File: src/rtl/mem_pkg.sv
// Shared definitions for the memory-access stage.
//   - Access size encodings (byte / half / word / illegal).
//   - FSM state enumeration for mem_access_stage.
//   - is_misaligned(): true when a request cannot be performed as issued.
package mem_pkg;

  localparam logic [1:0] SZ_B = 2'd0;
  localparam logic [1:0] SZ_H = 2'd1;
  localparam logic [1:0] SZ_W = 2'd2;
  localparam logic [1:0] SZ_X = 2'd3;  // reserved / illegal encoding

  typedef enum logic [2:0] {
    ST_IDLE = 3'd0,
    ST_RD0  = 3'd1,
    ST_RD1  = 3'd2,
    ST_WR   = 3'd3,
    ST_RESP = 3'd4
  } state_e;

  // Half-words need addr[0]==0, words need addr[1:0]==0, size 3 is never legal.
  function automatic logic is_misaligned(input logic [1:0] size, input logic [1:0] addr_lo);
    logic bad;
    case (size)
      SZ_B:    bad = 1'b0;
      SZ_H:    bad = addr_lo[0];
      SZ_W:    bad = (addr_lo != 2'b00);
      default: bad = 1'b1;
    endcase
    return bad;
  endfunction

endpackage

File: src/rtl/mem_lane_align.sv
// Combinational lane steering between a 32-bit memory word and sub-word accesses.
//   word_i    : word read from memory
//   lane_i    : byte offset within the word (addr[1:0], already naturally aligned)
//   size_i    : access size (SZ_B / SZ_H / SZ_W)
//   uns_i     : zero-extend loads when 1
//   wdata_i   : store data, sub-word data taken from the low bytes
//   load_o    : extracted and extended load result
//   merged_o  : word_i with the addressed lane(s) replaced by store data
module mem_lane_align
  import mem_pkg::*;
(
  input  logic [31:0] word_i,
  input  logic [1:0]  lane_i,
  input  logic [1:0]  size_i,
  input  logic        uns_i,
  input  logic [31:0] wdata_i,
  output logic [31:0] load_o,
  output logic [31:0] merged_o
);

  logic [7:0]  byte_v;
  logic [15:0] half_v;

  always_comb begin
    byte_v = word_i[{lane_i, 3'b000} +: 8];
    half_v = word_i[{lane_i[1], 4'b0000} +: 16];
    case (size_i)
      SZ_B:    load_o = uns_i ? {24'd0, byte_v} : {{24{byte_v[7]}}, byte_v};
      SZ_H:    load_o = uns_i ? {16'd0, half_v} : {{16{half_v[15]}}, half_v};
      default: load_o = word_i;  // word loads ignore uns_i
    endcase
  end

  // Each byte lane independently decides whether it is overwritten and,
  // if so, which byte of the store data lands there.
  genvar gi;
  generate
    for (gi = 0; gi < 4; gi++) begin : g_lane
      localparam logic [1:0] LANE = 2'(gi);
      logic       hit;
      logic [7:0] src;
      always_comb begin
        case (size_i)
          SZ_B: begin
            hit = (lane_i == LANE);
            src = wdata_i[7:0];
          end
          SZ_H: begin
            hit = (lane_i[1] == LANE[1]);
            src = wdata_i[8*(gi%2) +: 8];
          end
          default: begin
            hit = 1'b1;
            src = wdata_i[8*gi +: 8];
          end
        endcase
      end
      assign merged_o[8*gi +: 8] = hit ? src : word_i[8*gi +: 8];
    end
  endgenerate

endmodule

File: src/rtl/mem_access_stage.sv
// Pipeline memory-access stage in front of a word-addressed memory unit.
// Accepts one load/store at a time, checks alignment, performs sub-word
// extraction on loads and read-modify-write on sub-word stores, and returns
// a tagged response.
//   _clk, _reset                 : clock, synchronous active-high reset
//   _req_* / req_ready_          : request channel from execute
//   resp_* / _resp_ready         : response channel to writeback
//   mem_we_, mem_data_, mem_vptr_: memory unit write enable, data, word pointer
//   _mem_value                   : memory read data, valid after the pointer
//                                  has been stable for one full cycle
module mem_access_stage
  import mem_pkg::*;
#(
  parameter int TAG_W           = 5,
  parameter int TRAP_MISALIGNED = 1
) (
  input  logic             _clk,
  input  logic             _reset,
  input  logic             _req_valid,
  output logic             req_ready_,
  input  logic             _req_we,
  input  logic [1:0]       _req_size,
  input  logic             _req_unsigned,
  input  logic [31:0]      _req_addr,
  input  logic [31:0]      _req_wdata,
  input  logic [TAG_W-1:0] _req_tag,
  output logic             resp_valid_,
  input  logic             _resp_ready,
  output logic [31:0]      resp_data_,
  output logic [TAG_W-1:0] resp_tag_,
  output logic             resp_err_,
  output logic             mem_we_,
  output logic [31:0]      mem_data_,
  output logic [31:0]      mem_vptr_,
  input  logic [31:0]      _mem_value
);

  state_e           state_q, state_d;
  logic             we_q, we_d;
  logic [1:0]       size_q, size_d;
  logic             uns_q, uns_d;
  logic [1:0]       lane_q, lane_d;
  logic [31:0]      wdata_q, wdata_d;
  logic [TAG_W-1:0] tag_q, tag_d;
  logic [31:0]      vptr_q, vptr_d;
  logic [31:0]      mem_data_q, mem_data_d;
  logic [31:0]      resp_data_q, resp_data_d;
  logic             resp_err_q, resp_err_d;

  logic [1:0]  eff_size;
  logic [1:0]  eff_lane;
  logic        misaligned;
  logic [31:0] load_result;
  logic [31:0] merged_word;

  // When not trapping, size 3 is treated as a word and the low address bits
  // are cleared down to natural alignment.
  always_comb begin
    eff_size   = (_req_size == SZ_X) ? SZ_W : _req_size;
    misaligned = is_misaligned(_req_size, _req_addr[1:0]);
    case (eff_size)
      SZ_H:    eff_lane = {_req_addr[1], 1'b0};
      SZ_W:    eff_lane = 2'b00;
      default: eff_lane = _req_addr[1:0];
    endcase
  end

  mem_lane_align u_align (
    .word_i   (_mem_value),
    .lane_i   (lane_q),
    .size_i   (size_q),
    .uns_i    (uns_q),
    .wdata_i  (wdata_q),
    .load_o   (load_result),
    .merged_o (merged_word)
  );

  always_comb begin
    state_d     = state_q;
    we_d        = we_q;
    size_d      = size_q;
    uns_d       = uns_q;
    lane_d      = lane_q;
    wdata_d     = wdata_q;
    tag_d       = tag_q;
    vptr_d      = vptr_q;
    mem_data_d  = mem_data_q;
    resp_data_d = resp_data_q;
    resp_err_d  = resp_err_q;

    case (state_q)
      ST_IDLE: begin
        if (_req_valid) begin
          we_d        = _req_we;
          size_d      = eff_size;
          uns_d       = _req_unsigned;
          lane_d      = eff_lane;
          wdata_d     = _req_wdata;
          tag_d       = _req_tag;
          resp_data_d = 32'd0;
          resp_err_d  = 1'b0;
          if ((TRAP_MISALIGNED != 0) && misaligned) begin
            // Error response goes straight out; the memory port is untouched.
            resp_err_d = 1'b1;
            state_d    = ST_RESP;
          end else begin
            vptr_d = {_req_addr[31:2], 2'b00};
            if (_req_we && (eff_size == SZ_W)) begin
              mem_data_d = _req_wdata;
              state_d    = ST_WR;
            end else begin
              state_d = ST_RD0;
            end
          end
        end
      end
      ST_RD0: state_d = ST_RD1;
      ST_RD1: begin
        // Pointer has now been stable for two cycles: _mem_value is valid.
        if (we_q) begin
          mem_data_d = merged_word;
          state_d    = ST_WR;
        end else begin
          resp_data_d = load_result;
          state_d     = ST_RESP;
        end
      end
      ST_WR:   state_d = ST_RESP;
      ST_RESP: if (_resp_ready) state_d = ST_IDLE;
      default: state_d = ST_IDLE;
    endcase
  end

  always_ff @(posedge _clk) begin
    if (_reset) begin
      state_q     <= ST_IDLE;
      we_q        <= 1'b0;
      size_q      <= SZ_B;
      uns_q       <= 1'b0;
      lane_q      <= 2'b00;
      wdata_q     <= 32'd0;
      tag_q       <= '0;
      vptr_q      <= 32'd0;
      mem_data_q  <= 32'd0;
      resp_data_q <= 32'd0;
      resp_err_q  <= 1'b0;
    end else begin
      state_q     <= state_d;
      we_q        <= we_d;
      size_q      <= size_d;
      uns_q       <= uns_d;
      lane_q      <= lane_d;
      wdata_q     <= wdata_d;
      tag_q       <= tag_d;
      vptr_q      <= vptr_d;
      mem_data_q  <= mem_data_d;
      resp_data_q <= resp_data_d;
      resp_err_q  <= resp_err_d;
    end
  end

  assign req_ready_  = (state_q == ST_IDLE);
  assign resp_valid_ = (state_q == ST_RESP);
  assign resp_data_  = resp_data_q;
  assign resp_tag_   = tag_q;
  assign resp_err_   = resp_err_q;
  // Gated by reset so an aborted store never commits, even in the reset cycle.
  assign mem_we_     = (state_q == ST_WR) && !_reset;
  assign mem_data_   = mem_data_q;
  assign mem_vptr_   = vptr_q;

endmodule

File: config.mk
export PLATFORM = sky130hd
export DESIGN_NAME = mem_access_stage
export DESIGN_NICKNAME = d
export VERILOG_FILES = /design/src/rtl/mem_pkg.sv /design/src/rtl/mem_lane_align.sv /design/src/rtl/mem_access_stage.sv
export SDC_FILE = /design/constraint.sdc
export NUM_CORES = 1
export LEC_CHECK = 0
export ABC_AREA = 1
export CORE_AREA = 2 2 150 108
export CTS_CLUSTER_SIZE = 16
export DETAILED_ROUTE_END_ITERATION = 10
export DIE_AREA = 0 0 152 110
export MAX_ROUTING_LAYER = met4
export PLACE_DENSITY = 0.8
export SLEW_MARGIN = 20
export SYNTH_ARGS = -nofsm -noshare
export SYNTH_HDL_FRONTEND = slang
export SYNTH_HIERARCHICAL = 1
export SYNTH_SLANG_ARGS = --single-unit
File: constraint.sdc
create_clock -name _clk -period 2 [get_ports _clk]
set_input_delay 0.4 -clock _clk [delete_from_list [all_inputs] [get_ports _clk]]
set_output_delay 0.4 -clock _clk [all_outputs]
set_load 0.005 [all_outputs]
==> results of run 1 <==
## synthesized netlist by cell type
cell type / n / area, um2
nor4_1: 30 / 187.7
conb_1: 1 / 3.750
o21a_1: 8 / 60.06
nand2_1: 329 / 1235
a22oi_1: 33 / 247.7
nor2_4: 3 / 33.78
o21ai_0: 48 / 240.2
o21ai_2: 2 / 17.52
nand2_2: 3 / 18.77
nand3_4: 1 / 17.52
buf_1: 1 / 3.750
clkbuf_1: 34 / 127.6
nand3_1: 123 / 615.6
nor3_1: 2 / 10.01
nor2_8: 1 / 20.02
a21oi_2: 2 / 17.52
o22ai_1: 7 / 43.79
a211oi_1: 2 / 15.01
inv_1: 58 / 217.7
a21oi_1: 43 / 215.2
nor2_1: 151 / 566.8
dfxtp_1: 141 / 2823
buf_2: 30 / 150.1
o21ai_1: 11 / 55.05
nand4_1: 1 / 6.260
buf_4: 2 / 15.01
buf_6: 9 / 101.4
nor2_2: 1 / 6.260
clkinv_1: 1 / 3.750
clkbuf_2: 1 / 5.000
nor3_2: 2 / 20.02
nand2_4: 4 / 45.04
inv_2: 7 / 26.28
## through the flow
| step | hold slack (ns) | instance area, um2 | power, W |
|---|---|---|---|
| global route | 0.3868 | 10210 | 0.01003 |
| global placement | 0.4530 | 9505 | 0.005843 |
| detailed placement | 0.4545 | 9505 | 0.005880 |
| finish | 0.3710 | 10210 | 0.009616 |
| CTS | 0.3650 | 10200 | 0.009592 |
| floorplan | 0.4445 | 7176 | 0.004728 |
## worst register-to-register path, cell delays in order (launching register included)
cell     delay (ns)
dfxtp_1        0.48
a21oi_1        0.17
nand2_1        0.39
o21ai_0        0.18
o21a_1         0.14
nand2_1        0.07
nand2_1        0.05
inv_1          0.05
nand3_1        0.07
nand2_1        0.08
nor2_1         0.04
## timing repair
action / 4_1_cts / 5_1_grt
buffers inserted: 1 / 0
gates resized for setup: 3 / 4
pin swaps: 0 / 0
gates cloned: 0 / 0
setup endpoints to repair: 2 / 8
## logic make-up after synthesis
family / synth area share (%)
DFF: 39.36
and+or+nand+nor: 38.80
buffers and inverters: 9.072
AOI/OAI and AO/OA: 12.72
other: 0.05229
## final timing paths
path	depth (start not counted)	to	slack, ns
worst max-delay path	4	req_ready_	0.07
worst min-delay path	3	state_q[1]$_SDFFE_PP0P_	0.37
worst max register to register	10	mem_data_[17]$_SDFFE_PP0P_	0.20
worst min register to register	2	uns_q$_SDFFE_PP0P_	0.47
## final cells by class
| class | instances | area [um2] |
|---|---|---|
| Clock buffer | 18 | 439.2 |
| Clock inverter | 14 | 254.0 |
| Fill cell | 1351 | 5049 |
| Inverter | 66 | 249.0 |
| Multi-Input combinational cell | 809 | 3707 |
| Sequential cell | 141 | 2826 |
| Tap cell | 200 | 250.2 |
| Timing Repair Buffer | 247 | 2487 |
## registers in the layout (all words and copies together) (netlist names)
register	cells
lane_q	2
mem_data_	32
mem_vptr_	30
resp_data_	32
resp_err_	1
resp_tag_	5
size_q	2
state_q	3
uns_q	1
wdata_q	32
we_q	1
## power by group through the flow
stage               Combinational, W  Sequential [W]  Clock (W)
finish                       0.00260         0.00328    0.00374
floorplan                    0.00143         0.00330          0
global route                 0.00285         0.00330    0.00388
global placement             0.00252         0.00332          0
detailed placement           0.00256         0.00332          0
CTS                          0.00258         0.00327    0.00374
## metal layers
| layer | GRT usage, % | vias up | wire (um) | part of all wire, % |
|---|---|---|---|---|
| met5 | - | - | 0 | 0 |
| met4 | 6.809 | 0 | 345 | 1.4 |
| met3 | 5.981 | 37 | 2678 | 10 |
| met2 | 47.04 | 443 | 10920 | 43 |
| met1 | 43.90 | 3744 | 11610 | 45 |
| li1 | - | 3946 | - | - |
==> key figures, run 1 <==
Run status
  – Outcome: complete, no violations

GRT
  – Initial antenna violation count: 0
  – Global-route wire length before repair: 40230 um
  – Gr ovfl total: 0
  – GRT Total Usage: between 30% and 40%
  – Vias in the first global route: 7404
  – Largest net degree at the start of global routing: 70

Worst setup path
  – Slowest stage delay, CP: 0.50 ns
  – Crit path max-delay family: buffers and inverters
  – Largest fanout on the critical path: 4
  – Crit start category: flop
  – R2r startpoint: size_q[0]$_SDFFE_PP0P_
  – Critical-path cell list: nor2_4 > nand2_4 > inv_2 > clkdlybuf4s50_1
  – Req. time, crit path: 1.60 ns
  – Setup crit end kind: output port
  – CP max stage cell: clkdlybuf4s50_1
  – WS Path Type: flop to output port
  – CP arrival: roughly 1.5 ns
  – CP bufs+invs: 2
  – Worst setup startpoint: state_q[1]$_SDFFE_PP0P_

Floorplanning
  – Initial Util: 46.99%
  – I/O pins: 214
  – Die height: 110 um
  – Row cnt: 38
  – Full die area: 16720 um2
  – Core Footprint: 15260 um2
  – Die Span X: between 150 and 200 um

STA
  – # setup viols final: 0
  – Worst Skew: between 0.008 and 0.009 ns
  – Fmax: slightly above 500 MHz
  – Worst-Margin Slew: 0.7217 ns
  – Final TNS setup: 0 ns
  – Slew HR: approximately half
  – RSZ-0062 raised after global routing: yes
  – Hold Vio Cnt, Final: 0
  – Setup ws final: a little over 0.07 ns
  – Max Transition Viols Final: 0
  – Final Critical Period: 1.928 ns
  – Period utilization: 96.42%

Power
  – Leak: around 4.4 nW
  – PD cells: ~940 nW/um2
  – Internal power: 0.006624 W
  – Flop pwr share: between 30% and 40%
  – Net Sw Frac: 31.12%
  – Max IR drop VDD: 0.5619 mV
  – Sw Pwr: 0.002992 W
  – Comb power frac: 27.0%
  – Clock power share: between 30% and 40%

Clock network
  – Clock Sinks: between 100 and 150
  – CTS root buffer: clkbuf_16
  – Largest buffer count on any clock path: 2
  – Clock latency on the worst-skew pair: 0.42 ns
  – CTS H-Tree Depth: 4
  – Num CTS Buffers: 17
  – CTS tree: done
  – Clock slew at reported path FFs: 0.06 ns
  – # hold bufs at CTS: 0

Synth
  – Synthesized area per cell: approximately 6.6 um2
  – Syn Inst Count: 1092
  – Sequential cell area fraction in the yosys report: 39.36%
  – Syn. warnings: 6
  – Synthesized cell area: approximately 7000 um2
  – Post-synthesis register bit count: around 140
  – Count of cell types in the netlist: 33

Placement
  – Post-placement cell count: 1462
  – Routability congestion estimate: 0.9601
  – Detail Placement HPWL: roughly 18000 um
  – Pre-CTS WS: -0.09582 ns
  – PortBufs: 211

Routing
  – Vias: 8170
  – Routed vias/inst: 5.465
  – First-pass detailed-route iteration total: 7
  – Drt drc: 0
  – Aggregate routed wire length: 25550 um
  – 1st-iter DRT viols: around 870
  – Wirelength per Cell: 17.09 um
  – Antenna Violating Nets Remaining: 0

Layout
  – Commonest non-fill, non-tap cell in the layout: nand2_1
  – Ant. Diodes: 0
  – P&R area growth vs syn: 42.41%
  – Commonest cells after routing, fill and taps aside: nand2_1 (329), clkdlybuf4s50_1 (208), nor2_1 (151)
  – Fraction of layout cells with a size suffix above 1: about 7.6%
  – NumNets Final: roughly 1400
  – Core Util, Final: between 60% and 70%
  – Fin cells: 1495

Min path
  – Hold Crit Start: _reset
  – Worst hold path class: input port to flop

Job
  – Max Cap Violations: 0
No activity file was read; power rests on OpenSTA's default activity.
==> inputs of run 2 (changes only) <==
--- a/config.mk
+++ b/config.mk
@@ -6,14 +6,14 @@
 export NUM_CORES = 1
 export LEC_CHECK = 0
 export ABC_AREA = 1
-export CORE_AREA = 2 2 150 108
+export CORE_AREA = 2 2 149 107
 export CTS_CLUSTER_SIZE = 16
 export DETAILED_ROUTE_END_ITERATION = 10
-export DIE_AREA = 0 0 152 110
+export DIE_AREA = 0 0 151 109
 export MAX_ROUTING_LAYER = met4
 export PLACE_DENSITY = 0.8
+export REMOVE_ABC_BUFFERS = 1
 export SLEW_MARGIN = 20
 export SYNTH_ARGS = -nofsm -noshare
 export SYNTH_HDL_FRONTEND = slang
-export SYNTH_HIERARCHICAL = 1
 export SYNTH_SLANG_ARGS = --single-unit
==> key figures, run 2 <==
Routing
  – Drt drc: 0
  – Routed vias/inst: 5.182
  – Antenna Violating Nets Remaining: 0
  – Vias: 7784
  – Wirelength per Cell: ~15 um
  – First-pass detailed-route iteration total: 5
  – 1st-iter DRT viols: 864
  – Aggregate routed wire length: roughly 23000 um

Power
  – Design Power: between 0.008 and 0.009 W
  – Max IR drop VDD: ~0.6 mV
  – PD cells: 873.7 nW/um2
  – Leak: 4.233 nW

Placement
  – Routability congestion estimate: 0.9442
  – PortBufs: 211
  – Pre-CTS WS: -0.04203 ns
  – Detail Placement HPWL: 16420 um
  – Post-placement cell count: 1468

Clock network
  – Clock Sinks: approximately 140
  – Clock slew at reported path FFs: 0.06 ns
  – CTS root buffer: clkbuf_16
  – CTS tree: done
  – Num CTS Buffers: 17
  – Clock latency on the worst-skew pair: 0.42 ns
  – Largest buffer count on any clock path: 2
  – # hold bufs at CTS: 0
  – CTS H-Tree Depth: 4

GRT
  – Vias in the first global route: between 7000 and 8000
  – Largest net degree at the start of global routing: 80
  – Gr ovfl total: 0
  – Met3 Use GR: 5.900%
  – Met1 global-route usage: approximately two fifths
  – Global-route wire length before repair: 35960 um
  – GRT Max-Usage Layer: met2
  – Initial antenna violation count: 1
  – GRT Total Usage: 28.90%
  – Met2 GRT Util: 43.77%

Synth
  – Ys flop type: dfxtp_1
  – Synth cell count leaders: nand2_1 (321), nor2_1 (156), dfxtp_1 (141)
  – Synthesized area per cell: roughly 6.4 um2
  – Post-synth EDFFs: 0
  – Count of cell types in the netlist: 29
  – Ys async rst share: 0%
  – Top post-synthesis cells by area: dfxtp_1 (41%), nand2_1 (17%), a21oi_1 (8.6%)
  – Synthesized cell area: 6962 um2
  – Synth top area share: 40.55%
  – Yosys top cell by area: dfxtp_1
  – Top-count cell post-synth: nand2_1
  – Syn. warnings: 0
  – Syn Inst Count: roughly 1100
  – Post-synthesis register bit count: 141
  – Sequential cell area fraction in the yosys report: approximately two fifths

STA
  – Slew HR: 45.74%
  – Hold Vio Cnt, Final: 0
  – Fmax: between 500 and 600 MHz
  – # setup viols final: 0
  – Setup ws final: 0.01876 ns
  – Final Critical Period: 1.981 ns
  – Period utilization: 99.06%
  – Max Transition Viols Final: 0
  – Worst Skew: 0.007786 ns
  – Hold slack final: 0.4481 ns
  – Worst-Margin Slew: 0.8127 ns
  – RSZ-0062 raised after global routing: yes

Worst setup path
  – Crit start category: flop
  – Req. time, crit path: 1.60 ns
  – Largest fanout on the critical path: 3
  – WS Path Type: flop to output port
  – Setup crit end kind: output port
  – CP arrival: 1.58 ns

Floorplanning
  – I/O pins: 214
  – Core Footprint: roughly 15000 um2
  – Die Span X: 151 um
  – Die height: ~110 um
  – Row cnt: 38
  – Initial Util: 46.04%
  – Full die area: around 16000 um2

Layout
  – NumNets Final: 1397
  – P&R area growth vs syn: 42.81%
  – Fin cells: 1502
  – Fraction of layout cells with a size suffix above 1: 7.610%
  – Commonest non-fill, non-tap cell in the layout: nand2_1
  – Multi-input gate area: 3463 um2
  – Register area: roughly 2800 um2
  – Commonest cells after routing, fill and taps aside: nand2_1 (321), clkdlybuf4s50_1 (208), nor2_1 (156)
  – Fill count: 1347

Min path
  – Worst hold path class: flop to flop

Job
  – Max Cap Violations: 0

Run status
  – Outcome: complete, no violations
==> run 2: changes by cell type in the layout (fill, tap and decap cells not counted), sizes merged, moves of 8 or more <==
cell and delta:
a21oi +75, nand3 -46, o21ai +34, a22oi -32
nor4 -30, inv +19, nand2 -10, o21a -8
==> run 2: worst paths after layout <==
kind         cells after the start                         end                     start  slack, ns
min reg2reg                      2    wdata_q[20]$_SDFFE_PP0P_  wdata_q[20]$_SDFFE_PP0P_       0.45
max reg2reg                      7  mem_data_[18]$_SDFFE_PP0P_    size_q[1]$_SDFFE_PP0P_       0.14
min                              2    wdata_q[20]$_SDFFE_PP0P_  wdata_q[20]$_SDFFE_PP0P_       0.45
max                              3                 resp_valid_   state_q[2]$_SDFFE_PP0P_       0.02
==> run 2: power breakdown <==
group          internal (W)  leakage [nW]  switching [W]
combinational       0.00103          2.81        0.00132
sequential          0.00308          1.15       0.000163
clock               0.00183         0.272        0.00126
==> run 2: repair_timing <==
item / 4_1_cts / 5_1_grt
pin swaps: 2 / 0
setup endpoints to repair: 2 / 4
setup buffers: 1 / 0
resized for setup: 1 / 2
==> run 2: logic make-up (layout without fill, tap and decap cells) <==
logic type	Yosys count	in the layout	synth area share (%)
flip-flops	141	141	40.55
other	1	3	0.05387
AND/OR/NAND/NOR	569	569	33.48
buffers and inverters	156	369	9.759
AO/OA/AOI/OAI	220	220	16.16
==> run 2: metal layers <==
metal,part of all wire (%),vias up
met5,0,-
met4,1.0,0
met3,9.9,29
met2,44,372
met1,45,3544
li1,-,3839
==> run 2: cell type report <==
class                   count  area share, %
flip-flops and latches    141          28.40
multi-input cells         791          34.84
clock buffers              18          4.317
clock inverters            14          1.460
well taps                 200          2.517
repair buffers            249          25.12
inverters                  88          3.322
diodes                      1        0.02517
==> run 2: metrics by stage <==
stage	cell area [um2]	TNS, ns	util (%)
after floorplan	6616	-5.628	-
after global placement	9351	-0.02889	61.85
after detailed placement	9351	-0.4126	61.85
after CTS	9935	0	65.71
after global routing	9942	-0.08217	65.76
final	9942	0	65.76
==> run 2: worst max-delay path, cell delays in order, from the launching register on <==
cell and delay (ns):
dfxtp_1 0.34, inv_1 0.08, nor3_1 0.20, clkdlybuf4s50_1 0.55
==> inputs of run 3 (changes only) <==
--- a/config.mk
+++ b/config.mk
@@ -10,8 +10,10 @@
 export CTS_CLUSTER_SIZE = 16
 export DETAILED_ROUTE_END_ITERATION = 10
 export DIE_AREA = 0 0 151 109
+export GPL_TIMING_DRIVEN = 0
 export MAX_ROUTING_LAYER = met4
 export PLACE_DENSITY = 0.8
+export RECOVER_POWER = 25
 export REMOVE_ABC_BUFFERS = 1
 export SLEW_MARGIN = 20
 export SYNTH_ARGS = -nofsm -noshare
==> key figures, run 3 (synthesis results as in run 2) <==
Power
  – Leak: 4.165 nW
  – Design Power: 0.009028 W
  – Max IR drop VDD: 0.7885 mV
  – PD cells: ~900 nW/um2

Routing
  – Aggregate routed wire length: roughly 26000 um
  – Antenna Violating Nets Remaining: 0
  – Drt drc: 0
  – M1 wire length: approximately 11000 um
  – DR WL met3: around 3200 um
  – 1st-iter DRT viols: 1079
  – Highest metal used: met4
  – Wirelength per Cell: between 15 and 20 um
  – Met2 Wirelength: 11340 um
  – Routed vias/inst: 5.412
  – Vias: 8080
  – First-pass detailed-route iteration total: 8

Placement
  – Routability congestion estimate: roughly 0.90
  – Cell Area, Placed: 8982 um2
  – Detail Placement HPWL: 15460 um
  – Post-placement cell count: 1431
  – PortBufs: 211

Layout
  – Fraction of layout cells with a size suffix above 1: 8.514%
  – Final Cell Area: 10030 um2
  – P&R area growth vs syn: 44.03%
  – Fin cells: 1493
  – NumNets Final: 1389
  – Fill count: between 1000 and 1500
  – Commonest cells after routing, fill and taps aside: nand2_1 (316), clkdlybuf4s50_1 (207), nor2_1 (156)
  – Commonest non-fill, non-tap cell in the layout: nand2_1

STA
  – Max Transition Viols Final: 0
  – Worst-Margin Slew: 0.8380 ns
  – # setup viols final: 0
  – Worst Skew: 0.005457 ns
  – Hold Vio Cnt, Final: 0
  – Period utilization: between 90 and 100%
  – Final TNS setup: 0 ns
  – RSZ-0062 raised after global routing: yes
  – Slew HR: between 40% and 50%
  – Fmax: ~500 MHz
  – Final Critical Period: 1.993 ns

Worst setup path
  – CP arrival: 2.31 ns
  – Largest fanout on the critical path: 16
  – Req. time, crit path: 2.31 ns
  – Crit start category: input port
  – WS Path Type: input port to flop
  – Setup crit end kind: flop

Min path
  – Worst hold path class: input port to flop

Clock network
  – # hold bufs at CTS: 0
  – Largest buffer count on any clock path: 2
  – CTS root buffer: clkbuf_16
  – CTS tree: done
  – Num CTS Buffers: 17
  – Clock latency on the worst-skew pair: 0.42 ns
  – Clock Sinks: 141
  – Clock slew at reported path FFs: approximately 0.060 ns
  – CTS H-Tree Depth: 4

GRT
  – GRT Total Usage: 31.76%
  – Gr ovfl total: 0
  – Vias in the first global route: 7503
  – Initial antenna violation count: 1
  – Largest net degree at the start of global routing: 83
  – Global-route wire length before repair: slightly below 40000 um

Floorplanning
  – Row cnt: 38
  – Full die area: 16460 um2
  – I/O pins: 214
  – Core Footprint: 15120 um2
  – Initial Util: a little under half
  – Die Span X: roughly 150 um
  – Die height: 109 um

Run status
  – Outcome: complete, no violations

Job
  – Max Cap Violations: 0
run 3: cell types whose count changed in the layout (fill, tap and decap cells not counted), moves of 4 or more:
cell        change
buf_12          -5
dfxtp_1         -5
nor2_4          +4
nand2_1         -5
inv_1           -6
buf_4          -18
nand2_8         +4
clkinvlp_4      +6
buf_6           +4
run 3: what timing repair did:
item / in CTS / in global routing
endpoints found under the setup margin: 120 / 98
cloned: 8 / 3
setup buffers: 15 / 4
pin swaps: 9 / 3
gates resized for setup: 26 / 22
run 3: report_power, final:
part	total, W	internal [W]	switching, W	leakage (nW)
Sequential	0.00327	0.00308	0.000195	1.15
Combinational	0.00250	0.00101	0.00149	2.73
Clock	0.00325	0.00196	0.00129	0.279
Total	0.00903	0.00605	0.00298	4.16
run 3: worst paths after layout:
| check | from | to | slack (ns) | cells after the start |
|---|---|---|---|---|
| max | _req_valid | mem_data_[17]$_SDFFE_PP0P_ | 0.007 | 9 |
| min | _reset | wdata_q[5]$_SDFFE_PP0P_ | 0.39 | 2 |
| max reg2reg | state_q[0]$_SDFFE_PP0P_ | mem_data_[17]$_SDFFE_PP0P_ | 0.08 | 10 |
| min reg2reg | wdata_q[21]$_SDFFE_PP0P_ | wdata_q[21]$_SDFFE_PP0P_ | 0.45 | 2 |
run 3: area by class of cell:
cell class	count	area, um2	area share [%]
Antenna cell	1	2.502	0.02496
Clock buffer	18	429.2	4.280
Clock inverter	13	168.9	1.685
Inverter	88	360.3	3.594
Multi-Input combinational cell	800	3649	36.39
Sequential cell	141	2835	28.28
Tap cell	200	250.2	2.496
Timing Repair Buffer	230	2317	23.11
Timing Repair inverter	2	15.01	0.1497
run 3: layer usage:
| layer | GRT usage (%) | vias up |
|---|---|---|
| li1 | - | 3847 |
| met1 | 41.34 | 3692 |
| met2 | 47.66 | 466 |
| met3 | 8.494 | 75 |
| met4 | 11.48 | 0 |
| met5 | - | - |
run 3: stage by stage:
| step | setup WS (ns) | utilization, % | hold WS (ns) |
|---|---|---|---|
| global route | -0.02729 | 66.32 | 0.4201 |
| finish | 0.007321 | 66.32 | 0.3912 |
| detailed placement | -1.516 | 59.41 | 0.4425 |
| CTS | 0.008222 | 65.30 | 0.4512 |
| floorplan | -0.2636 | - | 0.4265 |
| global placement | -2.710 | 59.38 | 0.4343 |
run 3: worst max-delay path: stages:
cell and delay, ns:
clkdlybuf4s15_1 0.66, inv_1 0.15, nand2_1 0.14, nand2_2 0.15
nor2_4 0.21, buf_6 0.23, nand3_1 0.10, nor2_1 0.20
nor2_1 0.06
